## config.mk

```make
export PLATFORM = sky130hd
export DESIGN_NAME = jtdd_gfx_arb
export DESIGN_NICKNAME = d
export VERILOG_FILES = /design/src/rtl/jtdd_gfx_pkg.sv /design/src/rtl/jtdd_gfx_slot.sv /design/src/rtl/jtdd_gfx_arb.sv
export SDC_FILE = /design/constraint.sdc
export NUM_CORES = 1
export LEC_CHECK = 0
export ABC_AREA = 1
export CAP_MARGIN = 10
export CORE_UTILIZATION = 25
export CTS_BUF_LIST = sky130_fd_sc_hd__clkbuf_8
export CTS_CLUSTER_SIZE = 10
export DETAILED_ROUTE_END_ITERATION = 16
export DONT_BUFFER_PORTS = 1
export PLACE_DENSITY_LB_ADDON = 0.12
export SYNTH_ARGS = -nofsm -noshare
export SYNTH_HDL_FRONTEND = slang
export SYNTH_SLANG_ARGS = --single-unit
```

## constraint.sdc

```tcl
create_clock -name clk -period 3.2 [get_ports clk]
set_clock_uncertainty 0.05 [all_clocks]
set_input_delay 0.16 -clock clk [delete_from_list [all_inputs] [get_ports clk]]
set_output_delay 0.16 -clock clk [all_outputs]
set_load 0.02 [all_outputs]
```

## src/rtl/jtdd_gfx_pkg.sv

```systemverilog
// Shared types and constants for the jtdd graphics-ROM arbiter.
package jtdd_gfx_pkg;

    localparam int NSLOTS = 3;

    localparam logic [1:0] SLOT_CHAR = 2'd0;
    localparam logic [1:0] SLOT_SCR  = 2'd1;
    localparam logic [1:0] SLOT_OBJ  = 2'd2;

    typedef enum logic [1:0] {
        IDLE,
        WAIT_ACK,
        WAIT_DATA
    } state_t;

    // First missing slot at or after ptr, scanning 0,1,2 with wrap-around.
    function automatic logic [1:0] rr_pick(input logic [NSLOTS-1:0] miss, input logic [1:0] ptr);
        logic [1:0] pick;
        logic       found;
        int         idx;
        pick  = 2'd0;
        found = 1'b0;
        for (int k = 0; k < NSLOTS; k++) begin
            idx = int'(ptr) + k;
            if (idx >= NSLOTS) idx = idx - NSLOTS;
            if (!found && miss[idx]) begin
                pick  = 2'(idx);
                found = 1'b1;
            end
        end
        return pick;
    endfunction

endpackage

```

## src/rtl/jtdd_gfx_slot.sv

```systemverilog
// One-entry byte cache for a single tile fetcher; filled by the arbiter.
module jtdd_gfx_slot #(
    parameter int AW = 16
) (
    input  logic          clk,
    input  logic          rst_n,
    input  logic [AW-1:0] addr,
    input  logic          cs,
    input  logic          we,
    input  logic [AW-1:0] wr_addr,
    input  logic [7:0]    wr_data,
    output logic          ok,
    output logic          miss,
    output logic [7:0]    data
);

    logic          valid;
    logic [AW-1:0] cache_addr;
    logic [7:0]    cache_data;
    logic          hit;

    // NOTE: the cache is three flops, not a RAM, so resetting it is cheap and
    // guarantees a post-reset data_rdy can never surface as a stale hit.
    // NOTE: non-blocking assignments here so every flop samples pre-edge values.
    always_ff @(posedge clk or negedge rst_n) begin
        if (!rst_n) begin
            valid      <= 1'b0;
            cache_addr <= '0;
            cache_data <= '0;
        end else if (we) begin
            valid      <= 1'b1;
            cache_addr <= wr_addr;
            cache_data <= wr_data;
        end
    end

    assign hit  = cs & valid & (cache_addr == addr);
    assign ok   = hit;
    assign miss = cs & ~hit;
    assign data = cache_data;

endmodule

```

## src/rtl/jtdd_gfx_arb.sv

```systemverilog
// Round-robin arbiter sharing one SDRAM read port among the char, scroll and
// object tile fetchers, each fronted by a one-entry cache.
module jtdd_gfx_arb
    import jtdd_gfx_pkg::*;
#(
    parameter int             AW0  = 16,
    parameter int             AW1  = 17,
    parameter int             AW2  = 18,
    parameter int             SAW  = 22,
    parameter logic [SAW-1:0] OFS1 = 22'h010000,
    parameter logic [SAW-1:0] OFS2 = 22'h030000
) (
    input  logic           clk,
    input  logic           rst_n,
    input  logic [AW0-1:0] char_addr,
    input  logic           char_cs,
    output logic [7:0]     char_data,
    output logic           char_ok,
    input  logic [AW1-1:0] scr_addr,
    input  logic           scr_cs,
    output logic [7:0]     scr_data,
    output logic           scr_ok,
    input  logic [AW2-1:0] obj_addr,
    input  logic           obj_cs,
    output logic [7:0]     obj_data,
    output logic           obj_ok,
    output logic [SAW-1:0] sdram_addr,
    output logic           sdram_req,
    input  logic           sdram_ack,
    input  logic           data_rdy,
    input  logic [7:0]     sdram_din
);

    localparam int GAW01 = (AW0 > AW1) ? AW0 : AW1;
    localparam int GAW   = (GAW01 > AW2) ? GAW01 : AW2;

    state_t            state, state_nxt;
    logic [1:0]        gnt, gnt_nxt;
    logic [1:0]        rr, rr_nxt;
    logic [1:0]        sel;
    logic [GAW-1:0]    gnt_addr, gnt_addr_nxt;
    logic [SAW-1:0]    sdram_addr_nxt;
    logic              sdram_req_nxt;
    logic              fill;
    logic [NSLOTS-1:0] miss;
    logic [NSLOTS-1:0] we;

    jtdd_gfx_slot #(.AW(AW0)) u_char (
        .clk     (clk),
        .rst_n   (rst_n),
        .addr    (char_addr),
        .cs      (char_cs),
        .we      (we[SLOT_CHAR]),
        .wr_addr (gnt_addr[AW0-1:0]),
        .wr_data (sdram_din),
        .ok      (char_ok),
        .miss    (miss[SLOT_CHAR]),
        .data    (char_data)
    );

    jtdd_gfx_slot #(.AW(AW1)) u_scr (
        .clk     (clk),
        .rst_n   (rst_n),
        .addr    (scr_addr),
        .cs      (scr_cs),
        .we      (we[SLOT_SCR]),
        .wr_addr (gnt_addr[AW1-1:0]),
        .wr_data (sdram_din),
        .ok      (scr_ok),
        .miss    (miss[SLOT_SCR]),
        .data    (scr_data)
    );

    jtdd_gfx_slot #(.AW(AW2)) u_obj (
        .clk     (clk),
        .rst_n   (rst_n),
        .addr    (obj_addr),
        .cs      (obj_cs),
        .we      (we[SLOT_OBJ]),
        .wr_addr (gnt_addr[AW2-1:0]),
        .wr_data (sdram_din),
        .ok      (obj_ok),
        .miss    (miss[SLOT_OBJ]),
        .data    (obj_data)
    );

    always_ff @(posedge clk or negedge rst_n) begin
        if (!rst_n) begin
            state      <= IDLE;
            gnt        <= SLOT_CHAR;
            rr         <= SLOT_CHAR;
            gnt_addr   <= '0;
            sdram_addr <= '0;
            sdram_req  <= 1'b0;
        end else begin
            state      <= state_nxt;
            gnt        <= gnt_nxt;
            rr         <= rr_nxt;
            gnt_addr   <= gnt_addr_nxt;
            sdram_addr <= sdram_addr_nxt;
            sdram_req  <= sdram_req_nxt;
        end
    end

    // NOTE: every comb output gets a hold/default value first so no path
    // through the case leaves one unassigned and infers a latch.
    always_comb begin
        state_nxt      = state;
        gnt_nxt        = gnt;
        rr_nxt         = rr;
        gnt_addr_nxt   = gnt_addr;
        sdram_addr_nxt = sdram_addr;
        sdram_req_nxt  = sdram_req;
        fill           = 1'b0;
        sel            = rr_pick(miss, rr);

        case (state)
            IDLE: begin
                if (|miss) begin
                    gnt_nxt       = sel;
                    sdram_req_nxt = 1'b1;
                    state_nxt     = WAIT_ACK;
                    rr_nxt        = (sel == SLOT_OBJ) ? SLOT_CHAR : sel + 2'd1;
                    case (sel)
                        SLOT_SCR: begin
                            gnt_addr_nxt   = GAW'(scr_addr);
                            sdram_addr_nxt = SAW'(scr_addr) + OFS1;
                        end
                        SLOT_OBJ: begin
                            gnt_addr_nxt   = GAW'(obj_addr);
                            sdram_addr_nxt = SAW'(obj_addr) + OFS2;
                        end
                        default: begin
                            gnt_addr_nxt   = GAW'(char_addr);
                            sdram_addr_nxt = SAW'(char_addr);
                        end
                    endcase
                end
            end
            WAIT_ACK: begin
                if (sdram_ack) begin
                    sdram_req_nxt = 1'b0;
                    // A controller may return data in the same cycle it accepts.
                    if (data_rdy) begin
                        fill      = 1'b1;
                        state_nxt = IDLE;
                    end else begin
                        state_nxt = WAIT_DATA;
                    end
                end
            end
            WAIT_DATA: begin
                if (data_rdy) begin
                    fill      = 1'b1;
                    state_nxt = IDLE;
                end
            end
            default: state_nxt = IDLE;
        endcase
    end

    always_comb begin
        we = '0;
        for (int i = 0; i < NSLOTS; i++) begin
            we[i] = fill && (gnt == 2'(i));
        end
    end

endmodule

```

# Yosys cells after proc, flatten, opt, wreduce, memory -nomap -nowiden
# Cells that the tools add are included.
word_totals:
  ff_bits: 125
  inputBits: 66
  output_inout_bits: 50
  word_cells: 98
classes:
  n_addsub: 8
  n_lt_le_gt_ge: 6
  n_eq_ne: 12
  n_mux: 31
  bitwise_logic: 12
  n_reduce_logical: 14
ops:
  columns: ["operator", "n"]
  rows:
  - ["$lt 32x4->1 const B", 3]
  - ["$mux 32", 3]
  - ["$pmux 19 s2", 1]
  - ["$pmux 18 s2", 1]
  - ["$add 18x18->19 const B", 1]
  - ["$add 17x17->18 const B", 1]
  - ["$eq 18x18->1", 1]
  - ["$eq 17x17->1", 1]
  - ["$eq 16x16->1", 1]
  - ["$mux 2", 8]
  - ["$mux 1", 12]
  - ["$and 1x1->1", 9]
  - ["$sub 3x2->4 const B", 2]
  - ["$bmux 1 s2", 3]
  - ["$eq 2x1->1 const B", 3]
  - ["$eq 2x2->1 const B", 3]
  - ["$ge 3x2->1 const B", 2]
  - ["$ne 2x2->1 const B", 3]
  - ["$pmux 2 s3", 1]
  - ["$reduce_and 3->1", 2]
  - ["$logic_and 1x1->1", 5]
  - ["$logic_not 2->1", 2]
  - ["$pmux 1 s2", 2]
  - ["$add 2x1->3 const B", 1]
  - ["other kinds (9)", 12]

# Depth between registers and ports, before layout
depth:
  depth_word: 16
  depth_mapped: 23

# Cells and area by module
# A second synthesis with hierarchy kept.
unflattened:
  cells_unflattened: 868
  area_unflattened_um2: 6251.0
modules_own_cells:
  columns: ["mod", "n_inst", "cells_each", "area_per_inst_um2", "seq_area_each_um2"]
  rows:
  - ["jtdd_gfx_arb", 1, 257, 2069.5, 700.7]
  - ["jtdd_gfx_slot at u_obj", 1, 218, 1462.7, 675.6]
  - ["jtdd_gfx_slot at u_scr", 1, 201, 1376.3, 650.6]
  - ["jtdd_gfx_slot at u_char", 1, 192, 1342.5, 625.6]

# Least setup slack after synthesis
# Ideal clock, no wire load.
synth_timing:
  path_type: "register to register"
  from: "register u_obj.cache_addr[2]"
  to: "register gnt_addr[2]"
  arrival_time_ns: 2.646
  required_time_ns: 3.076
  setup_slack_ns: 0.430
  stages_incl_launch_ff: 19
  synth_period_minus_slack_ns: 2.770
  path_cell_list: "dfrtp_1 > xor2_1 > nor3_1 > nand3_2 > nand3_1 > nand2_1 > nand2_2 > nand3_1 > nand3_1 > nand2_1 > ha_1 > buf_2 > nand2_1 > inv_1 > clkbuf_1 > nand2_1 > o211ai_1 > nand2_1 > o21ai_2"
synth_between:
  elab_chain_len: 16
  elab_cells_between_ends: 27
synth_lines:
  columns: ["element", "line", "text"]
  rows:
  - ["from (decl)", "jtdd_gfx_slot.sv:18", "logic [AW-1:0] cache_addr;"]
  - ["from (signal assigned)", "jtdd_gfx_slot.sv:32", "cache_addr <= wr_addr;"]
  - ["$eq 18x18->1 (*)", "jtdd_gfx_slot.sv:37", "assign hit = cs & valid & (cache_addr == addr);"]
  - ["$and 1x1->1 (*)", "jtdd_gfx_slot.sv:37", null]
  - ["$not 1->1 (*)", "jtdd_gfx_slot.sv:39", "assign miss = cs & ~hit;"]
  - ["$and 1x1->1 (*)", "jtdd_gfx_slot.sv:39", null]
  - ["$bmux 1 s2", "jtdd_gfx_pkg.sv:26", "if (!found && miss[idx]) begin"]
  - ["$mux 1 (implied by the code) (2 in a row)", "jtdd_gfx_pkg.sv:26", null]
  - ["$mux 1", "jtdd_gfx_pkg.sv:26", null]
  - ["$logic_not 1->1", "jtdd_gfx_pkg.sv:26", null]
  - ["$logic_and 1x1->1", "jtdd_gfx_pkg.sv:26", null]
  - ["$mux 1", "jtdd_gfx_pkg.sv:26", null]
  - ["$logic_not 1->1", "jtdd_gfx_pkg.sv:26", null]
  - ["$logic_and 1x1->1", "jtdd_gfx_pkg.sv:26", null]
  - ["$mux 2", "jtdd_gfx_pkg.sv:26", null]
  - ["$eq 2x2->1 or $eq 2x1->1 (tied branches)", "jtdd_gfx_arb.sv:124", "case (sel)"]
  - ["$pmux 18 s2", "jtdd_gfx_arb.sv:124", null]
  - ["to (signal assigned)", "jtdd_gfx_arb.sv:99", "gnt_addr <= gnt_addr_nxt;"]
  - ["to (decl)", "jtdd_gfx_arb.sv:41", "logic [GAW-1:0] gnt_addr, gnt_addr_nxt;"]
# Mark *: on every way between the ends. The rest lies on a longest branch, timed or not. The select of a mux whose other input is x is not followed.
# A chain may end at the register's enable or synchronous reset.

# Worst setup path after layout
layout_timing:
  from: "register u_scr.cache_addr[16]"
  to: "register gnt_addr[6]"
layout_between:
  elab_chain_len: 16
  elab_cells_between_ends: 27
layout_lines:
  columns: ["element", "line"]
  rows:
  - ["from (decl)", "jtdd_gfx_slot.sv:18"]
  - ["from (signal assigned)", "jtdd_gfx_slot.sv:32"]
  - ["$eq 17x17->1 (*)", "jtdd_gfx_slot.sv:37"]
  - ["$and 1x1->1 (*)", "jtdd_gfx_slot.sv:37"]
  - ["$not 1->1 (*)", "jtdd_gfx_slot.sv:39"]
  - ["$and 1x1->1 (*)", "jtdd_gfx_slot.sv:39"]
  - ["$bmux 1 s2", "jtdd_gfx_pkg.sv:26"]
  - ["$mux 1 (implied by the code) (2 in a row)", "jtdd_gfx_pkg.sv:26"]
  - ["$mux 1", "jtdd_gfx_pkg.sv:26"]
  - ["$logic_not 1->1", "jtdd_gfx_pkg.sv:26"]
  - ["$logic_and 1x1->1", "jtdd_gfx_pkg.sv:26"]
  - ["$mux 1", "jtdd_gfx_pkg.sv:26"]
  - ["$logic_not 1->1", "jtdd_gfx_pkg.sv:26"]
  - ["$logic_and 1x1->1", "jtdd_gfx_pkg.sv:26"]
  - ["$mux 2", "jtdd_gfx_pkg.sv:26"]
  - ["$eq 2x2->1 or $eq 2x1->1 (tied branches)", "jtdd_gfx_arb.sv:124"]
  - ["$pmux 18 s2", "jtdd_gfx_arb.sv:124"]
# Marked as above.

==> results.txt <==
----------------------------------------------------
[Synth]
  Post-Synth XOR/XNOR Area ... 0.01186
  Mux cell area share after synthesis ... 0
  Most used DFF post-synth ... sky130_fd_sc_hd__dfrtp_1
  Most area-consuming cells after synthesis ... sky130_fd_sc_hd__dfrtp_1 (45%), sky130_fd_sc_hd__nand2_1 (15%), sky130_fd_sc_hd__o21ai_0 (8.3%), sky130_fd_sc_hd__inv_1 (7.9%), sky130_fd_sc_hd__nor2_1 (3.0%)
  Fraction of registers with async set/reset ... 1.000
  Syn Inst Count ... 787
  Cell accounting for the most synthesized area ... sky130_fd_sc_hd__dfrtp_1
  Synth warnings ... 0
  Main combinational cell family by area after synthesis ... simple AND/OR/NAND/NOR gates
  Fraction of the mapped netlist area in adder cells ... 0.02117
  Post-synth cell types ... 35
  Post-synthesis sequential area ratio ... 0.4489
  Synthesized flop and latch total ... 106
  Synth top area share ... 0.4489
  Syn_area_per_cell ... 7.509 µm²
  Cell Area, Synth ... 5909 µm²
  Complex-gate fraction of the synthesized area ... 0.1497
  Fraction of the mapped netlist area in simple logic gates ... 0.2441
  Post-synth EDFFs ... 0

[Setup path]
  WS Path Type ... flip-flop to flip-flop
  Crit path max fanout ... 9
  Endpoint required time on the critical path ... 3450 ps
  Critical path arrival ... 3200 ps
  CP Launch Type ... flip-flop
  Startpoint of the worst register-to-register path ... u_scr.cache_addr[16]
  Worst Setup End Kind ... flip-flop
  R2R Path End ... gnt_addr[6]
  Worst reg-to-reg path cell count ... 21
  Worst reg-to-reg setup slack ... 250 ps

[Timing]
  Hold Worst Slack ... 11.46 ps
  Min Clock Period, post-route ... 2952 ps
  Final setup viols ... 0
  Final cycle utilization of the critical path ... 0.9226
  Total negative slack for setup checks ... 0 ps
  Setup repair after global routing missed its margin ... no
  Final Hold Fails ... 0
  Tightest slew margin relative to the limit ... 0.6104
  Final Max Tran Viols ... 0
  Highest achievable clock rate ... 338.7 MHz
  Transition time at the pin with the least slew margin ... 584.5 ps

[Route]
  Post-route DRC ... 0
  Number of detailed-route iterations in the first pass ... 5
  Post-DR vias/cell ... 4.564
  WL/cell ... 18.47 µm
  Vias after detailed routing ... 5116
  Overall routed net length ... 20710 µm
  DRC marker count from the first detailed-route iteration ... 268
  Post-DRT Antenna Nets ... 0

[Die]
  Die outline area ... 24260 µm²
  Die span in y ... 155.7 µm
  Boundary pin count ... 116
  Core ar. ... 22920 µm²
  Starting Density ... 0.2579
  Number of standard-cell rows in the floorplan ... 55
  Chip Width ... 155.7 µm

[Global route]
  Tot GR Track Use ... 0.1778
  Number of antenna violations at the first check in global routing ... 0
  Overflow after GRT ... 0
  Maximum number of pins on one net before global-route repair ... 107
  Global-route wire length before repair ... 31530 µm
  Vias in the first global route ... 5216

[Layout]
  Fraction of final layout cells sized beyond drive strength 1 ... 0.08911
  Growth of design area from synthesis to finish ... 13.89%
  Antenna diodes ... 0
  Final Net Count ... 879
  Filler Cell Count ... 2491
  Final core utilization ... 0.2937

[Power and ir drop]
  Total power density per cell area ... 961.2 nW/µm²
  Largest voltage drop on the vdd net ... 0.3650 mV
  Leakage component of the power ... 3.229 nW

[Status]
  Status ... finished, final reports clean

[Clocking]
  Number of clock buffers inserted by TritonCTS ... 9
  Clock sink count ... 106
  Clock-pin slew on the worst setup and hold paths ... 120 ps
  Clock tree root buffer cell ... sky130_fd_sc_hd__clkbuf_8
  Clock tree from TritonCTS ... built
  Clk_lat worst skew ... 400 ps
  Max H-tree Level ... 3
  Maximum number of buffers from clock root to sink ... 2

[Min path]
  Class of the most critical hold timing path ... input port to flip-flop
  Capture endpoint of the worst hold path ... gnt_addr[0]
  Worst hold path startpoint ... char_addr[0]
  Instance count along the most critical hold path ... 4

[Placement]
  Gp weighted congestion ... 0.8840
  HPWL Detailed ... 15670 µm
  Count of buffers from port buffering ... 0

[Job]
  Max_cap viols ... 0

----------------------------------------------------
flip-flops by register name (all words and copies together) (netlist names):
name and cells:
gnt_addr 18, u_obj.cache_addr 18, u_scr.cache_addr 17, u_char.cache_addr 16, u_char.data 8, u_obj.data 8
u_scr.data 8, sdram_addr 3, gnt 2, rr 2, state 2, sdram_req 1
u_char.valid 1, u_obj.valid 1, u_scr.valid 1
worst max-delay path by stage:
stage | end | slack (ps) | start
6_report | gnt_addr[6] | 250 | u_scr.cache_addr[16]
5_1_grt | gnt_addr[13] | 7 | u_scr.cache_addr[12]
4_1_cts | gnt_addr[13] | 120 | u_scr.cache_addr[5]
3_5_place_dp | gnt_addr[9] | -100 | u_obj.cache_addr[14]
3_3_place_gp | gnt_addr[6] | -80 | u_obj.cache_addr[14]
2_1_floorplan | gnt_addr[2] | 430 | u_obj.cache_addr[2]
layout make-up:
type,count,area (µm²),share of cell area
clock buffer,9,123.9,0.01840
clock inverter,7,70.07,0.01041
inverter,125,478.0,0.07102
multi-input combinational,516,2574,0.3824
sequential,106,2653,0.3941
tap,313,391.6,0.05819
timing repair buffer,45,440.4,0.06544
cell usage after synthesis, types with 2 or more instances:
cell type                     n
sky130_fd_sc_hd__inv_1      124
sky130_fd_sc_hd__buf_4       20
sky130_fd_sc_hd__o221ai_1    11
sky130_fd_sc_hd__xor2_1       5
sky130_fd_sc_hd__nand2_2      2
sky130_fd_sc_hd__o2111ai_1    3
sky130_fd_sc_hd__nor3_1       2
sky130_fd_sc_hd__o21ai_2     17
sky130_fd_sc_hd__nand4_1     10
sky130_fd_sc_hd__nand3_1     28
sky130_fd_sc_hd__a21oi_1      6
sky130_fd_sc_hd__o21ai_0     98
sky130_fd_sc_hd__xnor2_1      3
sky130_fd_sc_hd__o211ai_1     2
sky130_fd_sc_hd__buf_6        3
sky130_fd_sc_hd__nor3b_1      2
sky130_fd_sc_hd__nor2_2       2
sky130_fd_sc_hd__dfrtp_1    106
sky130_fd_sc_hd__o22ai_1      7
sky130_fd_sc_hd__ha_1        10
sky130_fd_sc_hd__clkbuf_1    18
sky130_fd_sc_hd__nand3_2      5
sky130_fd_sc_hd__nand2_1    241
sky130_fd_sc_hd__nor2_1      48
sky130_fd_sc_hd__a2111oi_0    2
sky130_fd_sc_hd__nor4_1       3
through the flow:
step	std cells	area (µm²)	setup WS [ps]	power (W)
after floorplan	789	5917	430.4	0.004658
after global placement	1074	6167	-81.35	0.005439
after detailed placement	1074	6167	-99.44	0.005464
after CTS	1121	6705	120.5	0.006464
after global routing	1121	6730	7.215	0.007034
final	1121	6730	247.7	0.006469
worst max-delay path: stages, from the launching register on:
cell and delay, ps:
sky130_fd_sc_hd__dfrtp_1 390, sky130_fd_sc_hd__inv_1 50, sky130_fd_sc_hd__nand2_1 140, sky130_fd_sc_hd__nand2_1 70
sky130_fd_sc_hd__nor2_1 110, sky130_fd_sc_hd__nand2_1 70, sky130_fd_sc_hd__nor2_2 110, sky130_fd_sc_hd__nand3_2 170
sky130_fd_sc_hd__nand3_1 130, sky130_fd_sc_hd__nand3_1 110, sky130_fd_sc_hd__nand2_2 110, sky130_fd_sc_hd__nand3_1 90
sky130_fd_sc_hd__nand3_1 110, sky130_fd_sc_hd__nand2_1 130, sky130_fd_sc_hd__ha_4 280, sky130_fd_sc_hd__nand2_2 90
sky130_fd_sc_hd__clkinvlp_4 110, sky130_fd_sc_hd__buf_12 150, sky130_fd_sc_hd__nand2_1 60, sky130_fd_sc_hd__o221ai_1 150
sky130_fd_sc_hd__nand2_1 120, sky130_fd_sc_hd__o21ai_2 60
logic make-up after synthesis:
logic type | Yosys count
simple gates | 347
buf+inv | 167
compound gates | 148
flops | 106
fa+ha+maj | 10
xor+xnor | 8
other cells | 1
power breakdown:
part | internal [W] | total (W) | switching (W)
clock | 0.000306 | 0.000857 | 0.000552
combinational | 0.00113 | 0.00305 | 0.00192
sequential | 0.00187 | 0.00256 | 0.000693
cells in the final DEF (no fill, tap or decap), types with 5 or more instances in the layout:
master,Yosys,routed
sky130_fd_sc_hd__nand2_1,241,239
sky130_fd_sc_hd__inv_1,124,123
sky130_fd_sc_hd__dfrtp_1,106,106
sky130_fd_sc_hd__o21ai_0,98,98
sky130_fd_sc_hd__nor2_1,48,48
sky130_fd_sc_hd__dlygate4sd3_1,0,28
sky130_fd_sc_hd__nand3_1,28,25
sky130_fd_sc_hd__o21ai_2,17,17
sky130_fd_sc_hd__buf_4,20,15
sky130_fd_sc_hd__o221ai_1,11,11
sky130_fd_sc_hd__nand4_1,10,10
sky130_fd_sc_hd__clkbuf_8,0,9
sky130_fd_sc_hd__nand3_2,5,8
sky130_fd_sc_hd__ha_1,10,8
sky130_fd_sc_hd__o22ai_1,7,7
sky130_fd_sc_hd__a21oi_1,6,6
sky130_fd_sc_hd__xor2_1,5,5
metal layers:
metal  GRT usage  vias up  wire length, µm
li1            -     2502                -
met5           0        -                0
met4     0.05836        0              460
met1      0.2132     2416             8822
met3     0.04528       23             1311
met2      0.3090      175            10110
what timing repair did:
action / CTS / global route
gates resized for setup: 2 / 5
hold buffers: 29 / 0
endpoints found under the hold margin: 149 / 0
endpoints found under the setup margin: 16 / 16
setup buffers: 2 / 0
pin swaps: 0 / 1
(Power assumes the default switching activity.)
